==> config.mk <==
export PLATFORM = sky130hd
export DESIGN_NAME = ovr_i_mon
export DESIGN_NICKNAME = d
export VERILOG_FILES = /design/src/rtl/ovr_i_mon.sv
export SDC_FILE = /design/constraint.sdc
export NUM_CORES = 1
export LEC_CHECK = 0
export ABC_AREA = 0
export CELL_PAD_IN_SITES_DETAIL_PLACEMENT = 0
export CELL_PAD_IN_SITES_GLOBAL_PLACEMENT = 1
export CORE_UTILIZATION = 36
export CTS_CLUSTER_DIAMETER = 80
export DETAILED_ROUTE_END_ITERATION = 10
export MAX_ROUTING_LAYER = met4
export PLACE_DENSITY = 0.63
export SLEW_MARGIN = 10
export SYNTH_ARGS = -nofsm -noshare
export SYNTH_HDL_FRONTEND = slang
export SYNTH_SLANG_ARGS = --single-unit
==> constraint.sdc <==
create_clock -name clk -period 2.5 [get_ports clk]
set_input_delay 0.5 -clock clk [delete_from_list [all_inputs] [get_ports clk]]
set_output_delay 0.5 -clock clk [all_outputs]
set_load 0.005 [all_outputs]
==> src/rtl/ovr_i_mon.sv <==
// Over-current monitor: synchronizes the H-bridge OVR_I flags, blanks them after each PWM
// period start, and latches a motor shutdown after FAULT_LIM consecutive faulty periods.
// Define OVR_I_SIDE_LOG_EN to record which bridge side caused the trip (fault_lft/fault_rght).
// Debug outputs: dbg_state_o (0=NORM, 1=TRIP, 2=COOL) and dbg_fcnt_o (consecutive-fault count).
module ovr_i_mon #(
   parameter int BLANK_CYC = 128,
   parameter int FAULT_LIM = 4,
   parameter int COOL_PER  = 8
) (
   input  logic       clk,
   input  logic       rst,
   input  logic       pwm_synch,
   input  logic       OVR_I_lft,
   input  logic       OVR_I_rght,
   input  logic       clr_fault,
   output logic       ovr_shtdwn,
   output logic       ovr_I_alert,
   output logic       fault_lft,
   output logic       fault_rght,
   output logic [1:0] dbg_state_o,
   output logic [3:0] dbg_fcnt_o
);

   localparam int BW = $clog2(BLANK_CYC + 1);

   typedef enum logic [1:0] {NORM = 2'd0, TRIP = 2'd1, COOL = 2'd2} state_t;

   logic          lft_meta_q, s_lft_q, rght_meta_q, s_rght_q;
   logic [BW-1:0] blank_q, blank_d;
   logic          pf_lft_q, pf_lft_d, pf_rght_q, pf_rght_d;
   logic          blank_done, qual_lft, qual_rght, faulty, trip_now;
   logic [4:0]    fcnt_inc;
   logic [3:0]    fcnt_sat;
   logic [8:0]    cool_inc;
   state_t        state_q;
   logic [3:0]    fcnt_q;
   logic [7:0]    cool_q;
   logic          shtdwn_q, alert_q;

   always_ff @(posedge clk) begin
      if (rst) begin
         lft_meta_q  <= 1'b0;
         s_lft_q     <= 1'b0;
         rght_meta_q <= 1'b0;
         s_rght_q    <= 1'b0;
         blank_q     <= '0;
         pf_lft_q    <= 1'b0;
         pf_rght_q   <= 1'b0;
      end else begin
         lft_meta_q  <= OVR_I_lft;
         s_lft_q     <= lft_meta_q;
         rght_meta_q <= OVR_I_rght;
         s_rght_q    <= rght_meta_q;
         blank_q     <= blank_d;
         pf_lft_q    <= pf_lft_d;
         pf_rght_q   <= pf_rght_d;
      end
   end

   always_comb begin
      blank_d = blank_q;
      if (pwm_synch)
         blank_d = '0;
      else if (blank_q != BW'(BLANK_CYC))
         blank_d = blank_q + BW'(1);
   end

   // Period close wins over a qualification landing on the same cycle.
   assign blank_done = (blank_q == BW'(BLANK_CYC));
   assign qual_lft   = s_lft_q  & blank_done & ~pwm_synch;
   assign qual_rght  = s_rght_q & blank_done & ~pwm_synch;
   assign pf_lft_d   = pwm_synch ? 1'b0 : (pf_lft_q  | qual_lft);
   assign pf_rght_d  = pwm_synch ? 1'b0 : (pf_rght_q | qual_rght);

   assign faulty   = pf_lft_q | pf_rght_q;
   assign fcnt_inc = {1'b0, fcnt_q} + 5'd1;
   assign fcnt_sat = (fcnt_q == 4'hF) ? 4'hF : fcnt_inc[3:0];
   assign trip_now = faulty && (fcnt_inc >= 5'(FAULT_LIM));
   assign cool_inc = {1'b0, cool_q} + 9'd1;

   always_ff @(posedge clk) begin
      if (rst) begin
         state_q  <= NORM;
         fcnt_q   <= 4'd0;
         cool_q   <= 8'd0;
         shtdwn_q <= 1'b0;
         alert_q  <= 1'b0;
      end else begin
         alert_q <= 1'b0;
         if (pwm_synch)
            fcnt_q <= faulty ? fcnt_sat : 4'd0;
         case (state_q)
            NORM: begin
               if (pwm_synch && trip_now) begin
                  state_q  <= TRIP;
                  shtdwn_q <= 1'b1;
                  alert_q  <= 1'b1;
               end
            end
            TRIP: begin
               if (clr_fault) begin
                  state_q <= COOL;
                  cool_q  <= 8'd0;
                  fcnt_q  <= 4'd0;
               end
            end
            COOL: begin
               if (pwm_synch) begin
                  if (faulty) begin
                     state_q <= TRIP;
                     alert_q <= 1'b1;
                  end else if (cool_inc == 9'(COOL_PER)) begin
                     state_q  <= NORM;
                     shtdwn_q <= 1'b0;
                     fcnt_q   <= 4'd0;
                  end else begin
                     cool_q <= cool_inc[7:0];
                  end
               end
            end
            default: begin
               state_q  <= NORM;
               shtdwn_q <= 1'b0;
            end
         endcase
      end
   end

`ifdef OVR_I_SIDE_LOG_EN
   logic fault_lft_q, fault_rght_q;

   // Snapshot the closing period's sides at the trip; accumulate on re-trips from COOL.
   always_ff @(posedge clk) begin
      if (rst) begin
         fault_lft_q  <= 1'b0;
         fault_rght_q <= 1'b0;
      end else begin
         case (state_q)
            NORM: begin
               if (pwm_synch && trip_now) begin
                  fault_lft_q  <= pf_lft_q;
                  fault_rght_q <= pf_rght_q;
               end
            end
            TRIP: begin
               if (clr_fault) begin
                  fault_lft_q  <= 1'b0;
                  fault_rght_q <= 1'b0;
               end
            end
            COOL: begin
               if (pwm_synch && faulty) begin
                  fault_lft_q  <= fault_lft_q  | pf_lft_q;
                  fault_rght_q <= fault_rght_q | pf_rght_q;
               end
            end
            default: begin
               fault_lft_q  <= 1'b0;
               fault_rght_q <= 1'b0;
            end
         endcase
      end
   end

   assign fault_lft  = fault_lft_q;
   assign fault_rght = fault_rght_q;
`else
   assign fault_lft  = 1'b0;
   assign fault_rght = 1'b0;
`endif

   assign ovr_shtdwn  = shtdwn_q;
   assign ovr_I_alert = alert_q;
   assign dbg_state_o = state_q;
   assign dbg_fcnt_o  = fcnt_q;

endmodule

# Word-level counts from Yosys, hierarchy flattened
# Cells that the tools add are included.
[op_classes] n_addsub=3 n_lt_le_gt_ge=1 eq_ne=13 mux=28 bitwise_logic=9 reduce_logical=8
[ops] cell="2-to-1 mux 8 bit" count=4
[ops] cell="2-to-1 mux 4 bit" count=7
[ops] cell="one-hot mux 8 bit (2 select lines)" count=1
[ops] cell="!= test 2 bit (second input constant)" count=6
[ops] cell="2-to-1 mux 2 bit" count=5
[ops] cell="AND reduction 5 bit" count=2
[ops] cell="adder 8 x 1 -> 9 bit (second input constant)" count=1
[ops] cell="== test 9 x 4 -> 1 bit (second input constant)" count=1
[ops] cell="adder 8 x 1 -> 8 bit (second input constant)" count=1
[ops] cell="== test 8 bit (second input constant)" count=1
[ops] cell="!= test 8 bit (second input constant)" count=1
[ops] cell="one-hot mux 4 bit (2 select lines)" count=1
[ops] cell="2-to-1 mux 1 bit" count=7
[ops] cell="one-hot mux 2 bit (3 select lines)" count=1
[ops] cell="adder 4 x 1 -> 5 bit (second input constant)" count=1
[ops] cell="greater-or-equal comparator 5 x 3 -> 1 bit (second input constant)" count=1
[ops] cell="AND 1 bit" count=4
[ops] cell="== test 4 bit (second input constant)" count=1
[ops] cell="AND reduction 4 bit" count=1
[ops] cell="!= test 3 bit (second input constant)" count=1
[ops] cell="OR 1 bit" count=3
[ops] cell="one-hot mux 1 bit (3 select lines)" count=1
[ops] cell="== test 2 x 1 -> 1 bit (second input constant)" count=1
[ops] cell="== test 2 bit (second input constant)" count=1
[ops] cell="6 further kinds" count=8
[totals] ff_bits=30 input_bits=6 out_inout_bits=10 wordCells=74

# Longest topological paths before layout
# Gate-level depths: netlist (run 1).
[depth] ltp_word=8 ltp_mapped=8

# Least setup slack after synthesis (run 1)
# Ideal clock, no wire load.
[synth_path] path_type="flip-flop to flip-flop" start="register cool_q[0]" end="register state_q[0], in the netlist dbg_state_o[0]" setup_time_ns=0.123 arrival_time_ns=1.942 required_ns=2.377 setup_slack_ns=0.435 path_stages_with_launch=7 path_buffers=0 period_less_slack_ns=2.065 cell_sequence="dfxtp_1 > ha_1 > or3b_2 > mux2i_4 > nand2_4 > a31oi_4 > mux2_1"
[synth_between] elab_chain_len=4
[synth_lines] element="start: declaration" line_no="37" text="logic [7:0] cool_q;"
[synth_lines] element="start signal: assignment" line_no="117" text="cool_q <= cool_inc[7:0];"
[synth_lines] element="adder 8 x 1 -> 9 bit" line_no="79" text="assign cool_inc = {1'b0, cool_q} + 9'd1;"
[synth_lines] element="== test 9 x 4 -> 1 bit" line_no="112" text="end else if (cool_inc == 9'(COOL_PER)) begin"
[synth_lines] element="!= test 3 bit (no source line)"
[synth_lines] element="AND reduction 4 bit (no source line)"
[synth_lines] element="end signal: assignment" line_no="83" text="state_q <= NORM;"
[synth_lines] element="end signal: assignment" line_no="110" text="state_q <= TRIP;"
[synth_lines] element="end signal: assignment" line_no="113" text="state_q <= NORM;"
[synth_lines] element="end: declaration" line_no="35" text="state_t state_q;"
# Every way passes these cells.
# A chain may end at the register's enable or synchronous reset.

# Worst setup path in the final report (run 1)
# Ends and elaborated chain as after synthesis.

==> results of run 1 <==
-- layer usage --
layer / track usage / up-vias
li1: - / 717
met1: 0.198 / 677
met2: 0.262 / 24
met3: 0.0464 / 8
met4: 0.0622 / 0
met5: - / -
-- stage by stage --
| stage | power, mW | area, um2 | worst slack, ps |
|---|---|---|---|
| after global routing | 1.34 | 2040 | 106 |
| after CTS | 1.29 | 2040 | 232 |
| after floorplan | 0.622 | 1730 | 435 |
| after global placement | 0.665 | 1900 | 148 |
| final | 1.27 | 2040 | 246 |
| after detailed placement | 0.668 | 1900 | 137 |
-- worst max-delay path by stage --
stage | start | to
after floorplan | cool_q[0] | dbg_state_o[0]
after global placement | pwm_synch | cool_q[0]
after detailed placement | pwm_synch | cool_q[0]
after CTS | cool_q[0] | dbg_state_o[0]
after global routing | cool_q[0] | dbg_state_o[0]
final | cool_q[0] | dbg_state_o[0]
-- cell families after synthesis --
kind of cell    count (synthesis)  share of synthesized area
compound gates                 38                      0.178
mux                             5                     0.0370
simple gates                   90                      0.277
flops                          30                      0.348
buf+inv                        14                     0.0493
fa+ha+maj                      10                     0.0725
other cells                     1                    0.00217
xor+xnor                        7                     0.0355
-- placed cells by master (no fill, tap or decap), types with 3 or more instances in the layout --
cell             synthesis  layout
or2_2                    3       3
ha_1                    10      10
nand3_1                 13      13
nor2_1                  25      25
nand2_1                 12      12
nor3_1                   4       4
nor4_1                   3       3
dfxtp_1                 30      30
o21ai_0                  6       6
clkbuf_8                 1       6
nand2b_1                 6       6
mux2i_1                  3       3
a211oi_1                 5       5
clkdlybuf4s50_1          0      13
a21oi_1                  9       9
nor2b_1                  5       5
inv_1                    7       7
buf_4                    2       4
xor2_1                   5       5
and3_1                   5       5
a31oi_1                  3       3
-- power groups by stage --
stage | logic [mW] | clock network (mW) | registers, mW
global route | 0.178 | 0.661 | 0.497
CTS | 0.161 | 0.637 | 0.496
floorplan | 0.117 | 0 | 0.505
finish | 0.161 | 0.613 | 0.496
global placement | 0.159 | 0 | 0.506
detailed placement | 0.161 | 0 | 0.507
-- area by class of cell --
class	count	area, um2	share of cell area
Clock buffer	6	82.6	0.0405
Clock inverter	2	60.1	0.0295
Inverter	7	26.3	0.0129
Multi-Input combinational cell	152	1040	0.512
Sequential cell	30	601	0.295
Tap cell	52	65.1	0.0319
Timing Repair Buffer	17	160	0.0786
-- flip-flops by register name, indices dropped and copies added (netlist names) --
signal       cells
pf_rght_q        1
lft_meta_q       1
dbg_state_o      2
ovr_I_alert      1
pf_lft_q         1
cool_q           8
s_lft_q          1
s_rght_q         1
blank_q          8
ovr_shtdwn       1
rght_meta_q      1
dbg_fcnt_o       4
-- critical path, cell delays in order (launching register included) --
cell and delay [ps]:
dfxtp_1 460, ha_1 220, or3b_2 470, mux2i_4 260, nand2_4 130, a31oi_4 250, mux2_1 340
==> out/results.tsv, run 1 <==
metric	value	unit
status	complete, but fails checks	
violations	DRC	
routed_via_density	5.36	
p_leak	0.759	nW
clkPwrFrac	0.483	
top_layer_used	met4	
wl_met1	1700	um
hold_depth	1	
nNetsFinal	229	
max_cap_viol_count	0	
row_count	24	
ys_warn_count	0	
synth_area	0.00173	mm2
critPathCaptureType	flip-flop	
required	2660	ps
cts_tree	done	
power_switching	287	uW
r2r_cells	6	
io_pins	16	
grt_max_degree	25	
ys_seq_area_frac	0.348	
arrival	2420	ps
synth.area.top_cells	dfxtp_1 (35%), ha_1 (7.3%), nor2_1 (5.4%), nand3_1 (3.8%), a21oi_1 (2.6%)	
setup_viol	0	
clock_tree.buffer_depth	2	
stdcell_count	266	
cts_inserted_buffers	5	
max_freq	444	MHz
synth_most_common_cell	dfxtp_1	
place.gp.congestion	0.831	
worstPathMaxFanout	8	
routedWlPerCell	13.7	um
rr_startpoint	cool_q[0]	
antenna_cells	0	
cts_num_sinks	30	
p_sw_frac	0.226	
utilization	0.456	
synth_top_flop_cell	dfxtp_1	
fp.dieH	71.2	um
finalSetupTns	0	ps
nFillCells	432	
path_class	reg -> reg	
post-route-period-util	0.901	
hold_slack	443	ps
rsz0062_at_grt	no	
grt_pass1_vias	1374	
post_cts_buffers	0	
synth_top_area_cell	dfxtp_1	
hold_path.class	reg -> reg	
drt_drc_violations_left	1	
yosys_register_bits	30	
synthArstFlopShare	0	
cts-resized-gates	0	
track_usage	0.165	
first_pass_iters	7	
clk_latency	280	ps
wl_met3	140	um
critPathLaunchType	flip-flop	
grt_pass1_wl	6270	um
ir_drop	0.325	mV
hold_viol_final	0	
r2r_end	dbg_state_o[0]	
syn_to_final_growth	18.1	%
layout-drive-gt1-share	0.136	
pwr_density_cell	623	mW/mm2
dieArea	0.00507	mm2
antenna_found_initial	0	
synthCells	195	
cts-root-buf	clkbuf_8	
r2r_slack	250	ps
htree_levels	2	
final.min_clock_period	2250	ps
min_to	s_rght_q	
core-area	0.00447	mm2
yosys-top-cells-count	dfxtp_1 (30), nor2_1 (25), nand3_1 (13)	
portBuffers	13	
initialDrtViolationCount	72	
pwr-share-comb	0.126	
antenna_left	0	
cts_hold_buf	0	
slew_viol_final	0	
hpwl	2730	um
via_count	1426	
grt_remaining_overflow	0	
pwr-share-seq	0.391	
dp.cells	258	
synth_edf_count	0	
wirelength	3660	um
die_width	71.2	um
start_util	0.386	
synth_cell_types	50	
clkTransAtPathRegs	70	ps
route.met2.wl	1750	um
avgSynthCellArea	8.85	um2
hold_start	rght_meta_q	
finalClockSkew	7.60	ps
synth_top_area_frac	0.348	
power.internal	982	uW
No activity file was read; power rests on OpenSTA's default activity.
==> inputs of run 2 (changes only) <==
--- a/config.mk
+++ b/config.mk
@@ -8,8 +8,10 @@
 export ABC_AREA = 0
 export CELL_PAD_IN_SITES_DETAIL_PLACEMENT = 0
 export CELL_PAD_IN_SITES_GLOBAL_PLACEMENT = 1
+export CORE_ASPECT_RATIO = 1.1
 export CORE_UTILIZATION = 36
 export CTS_CLUSTER_DIAMETER = 80
+export CTS_CLUSTER_SIZE = 8
 export DETAILED_ROUTE_END_ITERATION = 10
 export MAX_ROUTING_LAYER = met4
 export PLACE_DENSITY = 0.63
==> out/results.tsv, run 2 (synthesis results as in run 1) <==
metric	value	unit
antenna_cells	0	
fp.dieH	74.6	um
cts-root-buf	clkbuf_8	
routed_via_density	5.23	
hpwl	2700	um
rr_startpoint	cool_q[1]	
slew_viol_final	0	
finalClockSkew	7.35	ps
max_cap_viol_count	0	
r2r_end	dbg_state_o[0]	
worstSetupEndpoint	dbg_state_o[0]	
antenna_left	0	
crit_cells	6	
final_cell_mix	dfxtp_1 (30), nor2_1 (25), nand3_1 (13), clkdlybuf4s50_1 (13), nand2_1 (12)	
grt_pass1_vias	1312	
wirelength	3700	um
max_freq	460	MHz
crit_slowest_cell	or3b_2	
hold_viol_final	0	
syn_to_final_growth	16.9	%
hold_depth	1	
row_count	26	
cts_hold_buf	0	
hold_path.class	reg -> reg	
grt_max_degree	25	
via_count	1417	
layout-drive-gt1-share	0.140	
cts_inserted_buffers	5	
htree_levels	2	
p_leak	0.751	nW
stdcell_count	271	
status	finished, final reports clean	
ir_drop	0.180	mV
r2r_cells	6	
track_usage	0.171	
required	2670	ps
start_util	0.374	
grt_remaining_overflow	0	
cts_num_sinks	30	
clkTransAtPathRegs	70	ps
utilization	0.437	
routedWlPerCell	13.7	um
antenna_found_initial	0	
arrival	2350	ps
place.gp.congestion	0.832	
core-area	0.00462	mm2
rsz0062_at_grt	no	
pwr_density_cell	567	mW/mm2
io_pins	16	
dieArea	0.00507	mm2
first_pass_iters	4	
cts_tree	done	
path_class	reg -> reg	
worstPathMaxFanout	8	
initialDrtViolationCount	35	
final_common_cell	dfxtp_1	
portBuffers	13	
crit_buf_inv	0	
r2r_slack	330	ps
cts-resized-gates	0	
critPathCaptureType	flip-flop	
startpoint	cool_q[1]	
final.min_clock_period	2170	ps
critPathTopFamily	simple AND/OR/NAND/NOR gates	
dp.cells	263	
setup_viol	0	
path_cells	ha_1 > or3b_2 > mux2i_4 > nand2_4 > a31oi_4 > mux2_1	
critPathLaunchType	flip-flop	
clock_tree.buffer_depth	2	
drt_drc_violations_left	0	
hold_start	lft_meta_q	
die_width	68.0	um
grt_pass1_wl	6110	um
clk_latency	290	ps
finalSetupTns	0	ps
max_stage_delay	470	ps
hold_slack	437	ps
post-route-period-util	0.870	
nNetsFinal	230	
post_cts_buffers	0	
run 2: cell types whose count changed in the layout (fill, tap and decap cells not counted), sizes merged:
cell    delta
clkinv     +2
bufinv     -1
clkbuf     -1
buf        +1
run 2: metal layers:
layer  GRT usage  wire [um]  share of wire
met1       0.205       1760           0.47
met2       0.259       1730           0.47
met3      0.0455        121          0.033
met4      0.0926         93          0.025
met5           -          0              0
run 2: where the power goes:
part	switching (mW)	total, mW	internal (mW)
combinational	0.0887	0.158	0.0695
clock	0.196	0.489	0.293
sequential	0.00857	0.496	0.487
total	0.293	1.14	0.850
run 2: worst min-delay path by stage:
stage | slack, ps | endpoint
global route | 460 | s_lft_q
floorplan | 410 | s_lft_q
finish | 440 | s_lft_q
detailed placement | 440 | s_lft_q
global placement | 420 | s_rght_q
CTS | 450 | s_lft_q
run 2: through the flow:
step | instance area [um2] | worst slack, ps | power [mW]
floorplan | 1730 | 435 | 0.622
global placement | 1910 | 154 | 0.662
finish | 2020 | 325 | 1.14
detailed placement | 1910 | 76.1 | 0.665
global route | 2020 | 225 | 1.20
CTS | 2020 | 312 | 1.16
run 2: cell type report:
type	instances	area, um2
Fill cell	475	2600
Multi-Input combinational cell	152	1040
Sequential cell	30	601
Timing Repair Buffer	18	168
Tap cell	56	70.1
Clock buffer	5	68.8
Clock inverter	3	40.0
Inverter	7	26.3
==> inputs of run 3 (changes only) <==
--- a/config.mk
+++ b/config.mk
@@ -13,6 +13,7 @@
 export CTS_CLUSTER_DIAMETER = 80
 export CTS_CLUSTER_SIZE = 8
 export DETAILED_ROUTE_END_ITERATION = 10
+export GPL_TIMING_DRIVEN = 1
 export MAX_ROUTING_LAYER = met4
 export PLACE_DENSITY = 0.63
 export SLEW_MARGIN = 10
==> results of run 3 <==
Same layout as run 2: the final DEF is identical, and so are final timing and power.
